## src/rtl/uart_rx_fifo.sv

```systemverilog
// uart_rx_fifo: 8N1 UART receiver, LSB first, with a first-word-fall-through
// byte FIFO on the read side. A 16x oversample tick is derived from the
// system clock, so everything runs in the single clk domain.
//
// state       | meaning
// ------------+----------------------------------------------------------
// S_IDLE      | line idle, waiting for rx_s to fall
// S_START     | qualifying the start bit at its centre (glitch reject)
// S_DATA      | sampling 8 data bits at their centres, LSB first
// S_STOP      | sampling the stop bit; push on 1, frame error on 0
// S_WAIT_IDLE | after a framing error, hold until the line returns high
module uart_rx_fifo #(
  parameter int TICK_DIV   = 326,
  parameter int OVERSAMPLE = 16,
  parameter int FIFO_DEPTH = 8,
  parameter int CW         = 4
) (
  input  logic          clk,
  input  logic          rst_n,
  input  logic          rx,
  output logic [7:0]    rd_data,
  output logic          rd_valid,
  input  logic          rd_ready,
  output logic [CW-1:0] fifo_count,
  output logic          frame_err,
  output logic          overrun,
  output logic          busy
);

  localparam int TW = (TICK_DIV > 2) ? $clog2(TICK_DIV) : 1;
  localparam int OW = $clog2(OVERSAMPLE);
  localparam int AW = CW - 1;

  localparam logic [TW-1:0] TICK_LAST = TW'(TICK_DIV - 1);
  localparam logic [OW-1:0] OS_HALF   = OW'(OVERSAMPLE / 2 - 1);
  localparam logic [OW-1:0] OS_LAST   = OW'(OVERSAMPLE - 1);
  localparam logic [CW-1:0] DEPTH_C   = CW'(FIFO_DEPTH);

  typedef enum logic [2:0] {
    S_IDLE,
    S_START,
    S_DATA,
    S_STOP,
    S_WAIT_IDLE
  } state_t;

  logic          rx_m;
  logic          rx_s;
  logic [TW-1:0] tick_cnt;
  logic          tick;

  state_t        state;
  state_t        state_nxt;
  logic [OW-1:0] os_cnt;
  logic [OW-1:0] os_nxt;
  logic [3:0]    bit_cnt;
  logic [3:0]    bit_nxt;
  logic [7:0]    shift_reg;
  logic [7:0]    shift_nxt;

  logic          push;
  logic          ferr_set;

  logic [7:0]    mem [FIFO_DEPTH];
  logic [CW-1:0] wr_ptr;
  logic [CW-1:0] rd_ptr;
  logic          full;
  logic          pop;
  logic          wr_en;

  // Two-flop synchronizer for the asynchronous serial input; idles high.
  always_ff @(posedge clk or negedge rst_n) begin
    if (!rst_n) begin
      rx_m <= 1'b1;
      rx_s <= 1'b1;
    end else begin
      rx_m <= rx;
      rx_s <= rx_m;
    end
  end

  // Free-running oversample tick divider.
  always_ff @(posedge clk or negedge rst_n) begin
    if (!rst_n) begin
      tick_cnt <= '0;
    end else if (tick) begin
      tick_cnt <= '0;
    end else begin
      tick_cnt <= tick_cnt + 1'b1;
    end
  end

  assign tick = (tick_cnt == TICK_LAST);

  // FSM state register together with its oversample/bit counters and shifter.
  always_ff @(posedge clk or negedge rst_n) begin
    if (!rst_n) begin
      state     <= S_IDLE;
      os_cnt    <= '0;
      bit_cnt   <= '0;
      shift_reg <= '0;
    end else begin
      state     <= state_nxt;
      os_cnt    <= os_nxt;
      bit_cnt   <= bit_nxt;
      shift_reg <= shift_nxt;
    end
  end

  // Next-state logic; every transition is gated by the oversample tick.
  always_comb begin
    state_nxt = state;
    os_nxt    = os_cnt;
    bit_nxt   = bit_cnt;
    shift_nxt = shift_reg;
    if (tick) begin
      case (state)
        S_IDLE: begin
          if (!rx_s) begin
            state_nxt = S_START;
            os_nxt    = '0;
          end
        end
        S_START: begin
          if (os_cnt == OS_HALF) begin
            os_nxt = '0;
            if (!rx_s) begin
              state_nxt = S_DATA;
              bit_nxt   = '0;
            end else begin
              state_nxt = S_IDLE;
            end
          end else begin
            os_nxt = os_cnt + 1'b1;
          end
        end
        S_DATA: begin
          if (os_cnt == OS_LAST) begin
            shift_nxt = {rx_s, shift_reg[7:1]};
            os_nxt    = '0;
            bit_nxt   = bit_cnt + 1'b1;
            if (bit_cnt == 4'd7) begin
              state_nxt = S_STOP;
            end
          end else begin
            os_nxt = os_cnt + 1'b1;
          end
        end
        S_STOP: begin
          if (os_cnt == OS_LAST) begin
            os_nxt    = '0;
            state_nxt = rx_s ? S_IDLE : S_WAIT_IDLE;
          end else begin
            os_nxt = os_cnt + 1'b1;
          end
        end
        S_WAIT_IDLE: begin
          if (rx_s) begin
            state_nxt = S_IDLE;
          end
        end
        default: state_nxt = S_IDLE;
      endcase
    end
  end

  // FSM outputs: push/frame-error request on the stop-centre tick, busy flag.
  always_comb begin
    push     = 1'b0;
    ferr_set = 1'b0;
    busy     = (state != S_IDLE);
    if (tick && (state == S_STOP) && (os_cnt == OS_LAST)) begin
      push     = rx_s;
      ferr_set = !rx_s;
    end
  end

  // FIFO status. A pop in the same cycle frees a slot, so a full FIFO still
  // accepts the push without overrun.
  assign fifo_count = wr_ptr - rd_ptr;
  assign rd_valid   = (fifo_count != '0);
  assign full       = (fifo_count == DEPTH_C);
  assign pop        = rd_valid && rd_ready;
  assign wr_en      = push && (!full || pop);
  assign rd_data    = rd_valid ? mem[rd_ptr[AW-1:0]] : 8'h00;

  // FIFO pointers; the extra MSB distinguishes full from empty.
  always_ff @(posedge clk or negedge rst_n) begin
    if (!rst_n) begin
      wr_ptr <= '0;
      rd_ptr <= '0;
    end else begin
      if (wr_en) begin
        wr_ptr <= wr_ptr + 1'b1;
      end
      if (pop) begin
        rd_ptr <= rd_ptr + 1'b1;
      end
    end
  end

  // FIFO storage; contents are only observable through rd_valid gating.
  always_ff @(posedge clk) begin
    if (wr_en) begin
      mem[wr_ptr[AW-1:0]] <= shift_reg;
    end
  end

  // One-cycle error pulses; push and frame error are mutually exclusive.
  always_ff @(posedge clk or negedge rst_n) begin
    if (!rst_n) begin
      frame_err <= 1'b0;
      overrun   <= 1'b0;
    end else begin
      frame_err <= ferr_set;
      overrun   <= push && full && !pop;
    end
  end

endmodule

```

## config.mk

```make
export PLATFORM = sky130hd
export DESIGN_NAME = uart_rx_fifo
export DESIGN_NICKNAME = d
export VERILOG_FILES = /design/src/rtl/uart_rx_fifo.sv
export SDC_FILE = /design/constraint.sdc
export NUM_CORES = 1
export LEC_CHECK = 0
export ABC_AREA = 1
export CAP_MARGIN = 20
export CORE_ASPECT_RATIO = 0.9
export CORE_MARGIN = 4
export CORE_UTILIZATION = 25
export CTS_BUF_LIST = sky130_fd_sc_hd__clkbuf_4 sky130_fd_sc_hd__clkbuf_8
export DETAILED_ROUTE_END_ITERATION = 8
export DONT_BUFFER_PORTS = 1
export REMOVE_ABC_BUFFERS = 1
export SYNTH_ARGS = -nofsm -noshare
export SYNTH_HDL_FRONTEND = slang
export SYNTH_SLANG_ARGS = --single-unit
```

## constraint.sdc

```tcl
create_clock -name clk -period 3.9 [get_ports clk]
set_input_delay 0.195 -clock clk [delete_from_list [all_inputs] [get_ports clk]]
set_output_delay 0.195 -clock clk [all_outputs]
set_load 0.1 [all_outputs]
```

======== Yosys cells after proc, flatten, opt, wreduce, memory -nomap -nowiden ========
Memory sizes are Yosys's and may differ from the RTL's.
Cells that the tools add are included.
Widths: inputs -> output; s select.
operators by class
  add/sub/neg operators ................... 6
  equality and inequality tests ........... 16
  multiplexer cells ....................... 22
  reduce and logical (&&, ||, !) cells .... 20
operators with widths
  operator             count
  $mux 3               7
  $mux 4               5
  $add 4x1->4 const B  4
  $pmux 3 s5           1
  $ne 2x2->1 const B   7
  $pmux 4 s3           1
  $add 9x1->9 const B  1
  $eq 9x9->1 const B   1
  $mux 9               1
  $eq 4x3->1 const B   2
  $eq 4x4->1 const B   2
  $mux 8               1
  $pmux 4 s2           1
  $reduce_and 7->1     1
  $eq 3x2->1 const B   2
  $logic_and 1x1->1    6
  $reduce_and 3->1     2
  $reduce_bool 3->1    2
  $reduce_and 5->1     1
  $mux 1               4
  $reduce_bool 4->1    1
  $sub 4x4->4          1
  $eq 3x1->1 const B   1
  $eq 3x3->1 const B   1
  other kinds (6)      8
storage, ports and cells
  bits in registers ....................... 40
  RAM bits ................................ 64
  input port bits ......................... 4
  output and inout port bits .............. 16
  logic and storage cells ................. 76
  memories kept ........................... 1
memories
  name  depth  bits a word  read ports  clocked after Yosys merged registers in  write ports  RTL line  RTL
  mem   8      8            1           0                                        1            64        logic [7:0] mem [FIFO_DEPTH];

======== Logic depth before layout (Yosys ltp) ========
  depth after elaboration ................. 7
  gate-level depth with buffers ........... 12
  depth with buffers taken out ............ 12

======== Worst setup path before layout ========
OpenSTA, ideal clock, no wires.
  path type ............................... reg2out
  start ................................... register rd_ptr[1]
  end ..................................... output rd_data[0]
  data arrival time ....................... 5.059 ns
  data required time ...................... 3.705 ns
  path slack .............................. -1.354 ns
  cell stages (with the launch flop) ...... 10
  buffers on the path ..................... 2
  cells stage by stage .................... dfrtp_1 buf_4 clkinv_1 buf_2 fa_1 nor2_1 nand3_1 nand3b_2 inv_1 nor3_1
on the way
  cells in the longest elaborated chain, start to end .. 3
  elaborated cells between the ends (all ways) .. 4
ends and longest elaborated chain
  what                      RTL line  RTL
  start: declaration        66        logic [CW-1:0] rd_ptr;
  start signal: assignment  197       rd_ptr <= rd_ptr + 1'b1;
  $sub 4x4->4               180       assign fifo_count = wr_ptr - rd_ptr;
  net fifo_count[1]         24        output logic [CW-1:0] fifo_count,
  $reduce_bool 4->1         181       assign rd_valid = (fifo_count != '0);
  net rd_valid              22        output logic rd_valid,
  $mux 8                    185       assign rd_data = rd_valid ? mem[rd_ptr[AW-1:0]] : 8'h00;
  end: declaration          21        output logic [7:0] rd_data,
The timed path passes the listed nets, and every way through them passes these cells.

======== Worst setup path after layout ========
  start ................................... register rd_ptr[2]
  end ..................................... output rd_data[3]
on the way
  cells in the longest elaborated chain, start to end .. 3
  elaborated cells between the ends (all ways) .. 4
ends and longest elaborated chain
  what               RTL line
  $sub 4x4->4        180
  $reduce_bool 4->1  181
  $mux 8 (*)         185
Every way passes the cells marked *; elsewhere a longest branch is shown, timed or not.

==> run summary <==
FF-to-FF setup slack = 1040 ps
Die Footprint = 21400 um^2
Tot GR Track Use = 9.64%
final hold vios = 0
DRT iter0 DRCs = 236
hold path depth = 3
initial antenna violation count = 0
layout cells sized above 1 = 18.6%
Slew Limit Fails = 0
Pwr Density = 333 nW/um^2
post-synthesis sequential area ratio = 61.2%
gpl congestion = 0.784
Lkg Pwr = 2.39 nW
Logic pwr share = 0.9%
RR Endpoint = mem[7][5]
Min-Delay Path Class = in2reg
CTS Buf Count = 9
total power = 0.00189 W
number of global-route vias before repair = 3116
flops & latches, synth = 104
crit end category = output port
clk_skew = 7.05 ps
Tmin final = 3300 ps
Slew headroom = 35.5%
Antenna Nets Post-Route = 0
drt total wl = 9940 um
Synth cell types = 36
Pint = 0.00147 W
Die X = 154 um
max reg flops = 64
port bufs = 0
Clock Latency Late Sink = 370 ps
clock power share = 37.6%
hold_buf cts = 4
post-synth top area cell = edfxtp_1
Die Ht = 139 um
share of the synthesized area in the top cell type = 40.2%
pre-CTS setup slack = 1020 ps
Mapped Cells = 472
vias per inst = 4.33
Max Fanout on Critical Path = 12
NetSw = 0.000411 W
WL/cell = 13.3 um
Data arrival, critical path = 3100 ps
TritonCTS clock tree = done
worst path required time = 3700 ps
Slew @ Worst Pin = 965 ps
Initial DRT Pass Iterations = 4
Mapped Area = 4780 um^2
total core area = 18600 um^2
Seq pwr share = 61.6%
grt total ovfl = 0
CTS sink cnt = 104
hold slack = 68.4 ps
Mean Syn Cell Area = 10.1 um^2
VDD IR-drop max = 0.146 mV
r2r worst-path depth = 10
postcts setup bufs = 0
Area growth, synth to finish = 18.6%
H-tree Lvls = 3
run status = complete, no violations
global-route wire length before repair = 16500 um
Post-CTS Resized = 0
reg-to-reg startpoint = rd_ptr[2]
fill count = 1937
CTS max path bufs = 2
Finish-stage setup viols = 0
I/O pin cnt = 20
row count = 47
root buf cell = clkbuf_8
Starting Density = 25.7%
Worst Hold End = rd_ptr[3]
Tcrit/Tclk final = 84.6%
fmax = 303 MHz
max-cap viol count = 0
Post-DP HPWL = 6680 um
residual DRC count = 0
hold_sp = rd_ready
setup TNS = 0 ps
ant diodes = 0
clk slew on worst S/H paths = 100 ps
Worst Slack Setup Final = 602 ps
largest net degree at the start of global routing = 41
Sw Ratio = 21.8%
RSZ-0062 raised after global routing = no
number of nets in the layout = 514
vias = 3250
Worst Setup Path Type = reg2out
Syn. warnings = 0
synth top area cells = edfxtp_1 40%, dfrtp_1 20%, nand2_1 10%
startpoint types = flip-flop
==> cells in the final DEF, fill, tap and decap left out, types with 2 or more instances in the layout <==
cell,count
or2_2,3
nor2_2,6
buf_4,17
inv_8,2
xnor2_1,2
a21oi_1,22
inv_2,5
edfxtp_1,64
dfrtp_1,38
nor2_1,29
nor3_2,8
clkbuf_8,9
o21ai_1,9
nand2_2,8
a21oi_2,3
dfstp_2,2
nand2_1,132
xor2_1,6
nand4_1,4
inv_6,2
dlygate4sd3_1,3
inv_1,25
nand3_2,4
o21ai_2,5
nor3_1,3
ha_1,9
nand3_1,54
buf_16,8
o21ai_0,6
nor2_4,3
clkinv_1,3
==> synthesized netlist by cell type, drive strengths merged <==
cell and count:
a21oi 25, and3 1, buf 8, clkbuf 4, clkinv 2, dfrtp 38
dfstp 2, edfxtp 64, fa 1, ha 9, inv 31, nand2 141
nand3 59, nand3b 2, nand4 4, nor2 38, nor3 12, o21ai 20
or2 3, xnor2 2, xor2 6
==> layer usage <==
metal,global-route usage (%),part of all wire (%),vias up
met5,0,0,-
met4,3.76,2.0,0
met3,1.56,2.6,19
met2,15.3,46,48
met1,13.2,49,1539
li1,-,-,1644
==> per-stage QoR <==
stage / utilization (%) / cells / area [um^2]
after floorplan: - / 460 / 4720
after global placement: 29.1 / 730 / 5410
after detailed placement: 29.1 / 730 / 5410
after CTS: 30.5 / 750 / 5670
after global routing: 30.5 / 750 / 5670
final: 30.5 / 750 / 5670
==> power by group through the flow <==
stage / registers, W / logic, W / clock network (W)
after global placement: 0.00118 / 0.00000298 / 0
after global routing: 0.00116 / 0.0000192 / 0.000765
after CTS: 0.00116 / 0.0000176 / 0.000729
final: 0.00116 / 0.0000164 / 0.000708
after floorplan: 0.00118 / 0.00000206 / 0
after detailed placement: 0.00118 / 0.00000289 / 0
==> logic make-up after synthesis <==
kind of cell / count (synthesis) / share of synthesized area, %
adder cells (fa/ha/maj): 10 / 2.77
AND/OR/NAND/NOR: 260 / 25.2
buffers and inverters: 45 / 3.98
AO/OA/AOI/OAI: 45 / 5.34
flip-flops: 104 / 61.2
XOR/XNOR: 8 / 1.47
==> worst max-delay path by stage <==
stage                     startpoint         end  slack, ps  depth (start not counted)
after floorplan            rd_ptr[1]  rd_data[0]      -1680                          7
after global placement     rd_ptr[2]  rd_data[1]       1080                          8
after detailed placement   rd_ptr[2]  rd_data[1]       1020                          8
after CTS                  rd_ptr[2]  rd_data[1]        590                          8
after global routing       rd_ptr[2]  rd_data[1]        360                          8
final                      rd_ptr[2]  rd_data[3]        600                          8
==> cell type report <==
cell class                 count  area [um^2]  share of cell area, %
clock buffer                   9          124                   2.19
clock inverter                 7         82.6                   1.46
inverter                      33          126                   2.23
multi-input combinational    323         1700                   30.1
sequential                   104         2930                   51.6
tap                          245          307                   5.41
timing repair buffer          29          398                   7.02
==> critical path: stages (launching register included) <==
cell and delay (ps):
dfrtp_1 670, clkinv_1 420, ha_1 440, a21oi_1 170, nand3_1 130, nand3b_2 100, inv_1 210, nor3_2 360
buf_16 220
Note: power is estimated with default switching activity, not from simulation.
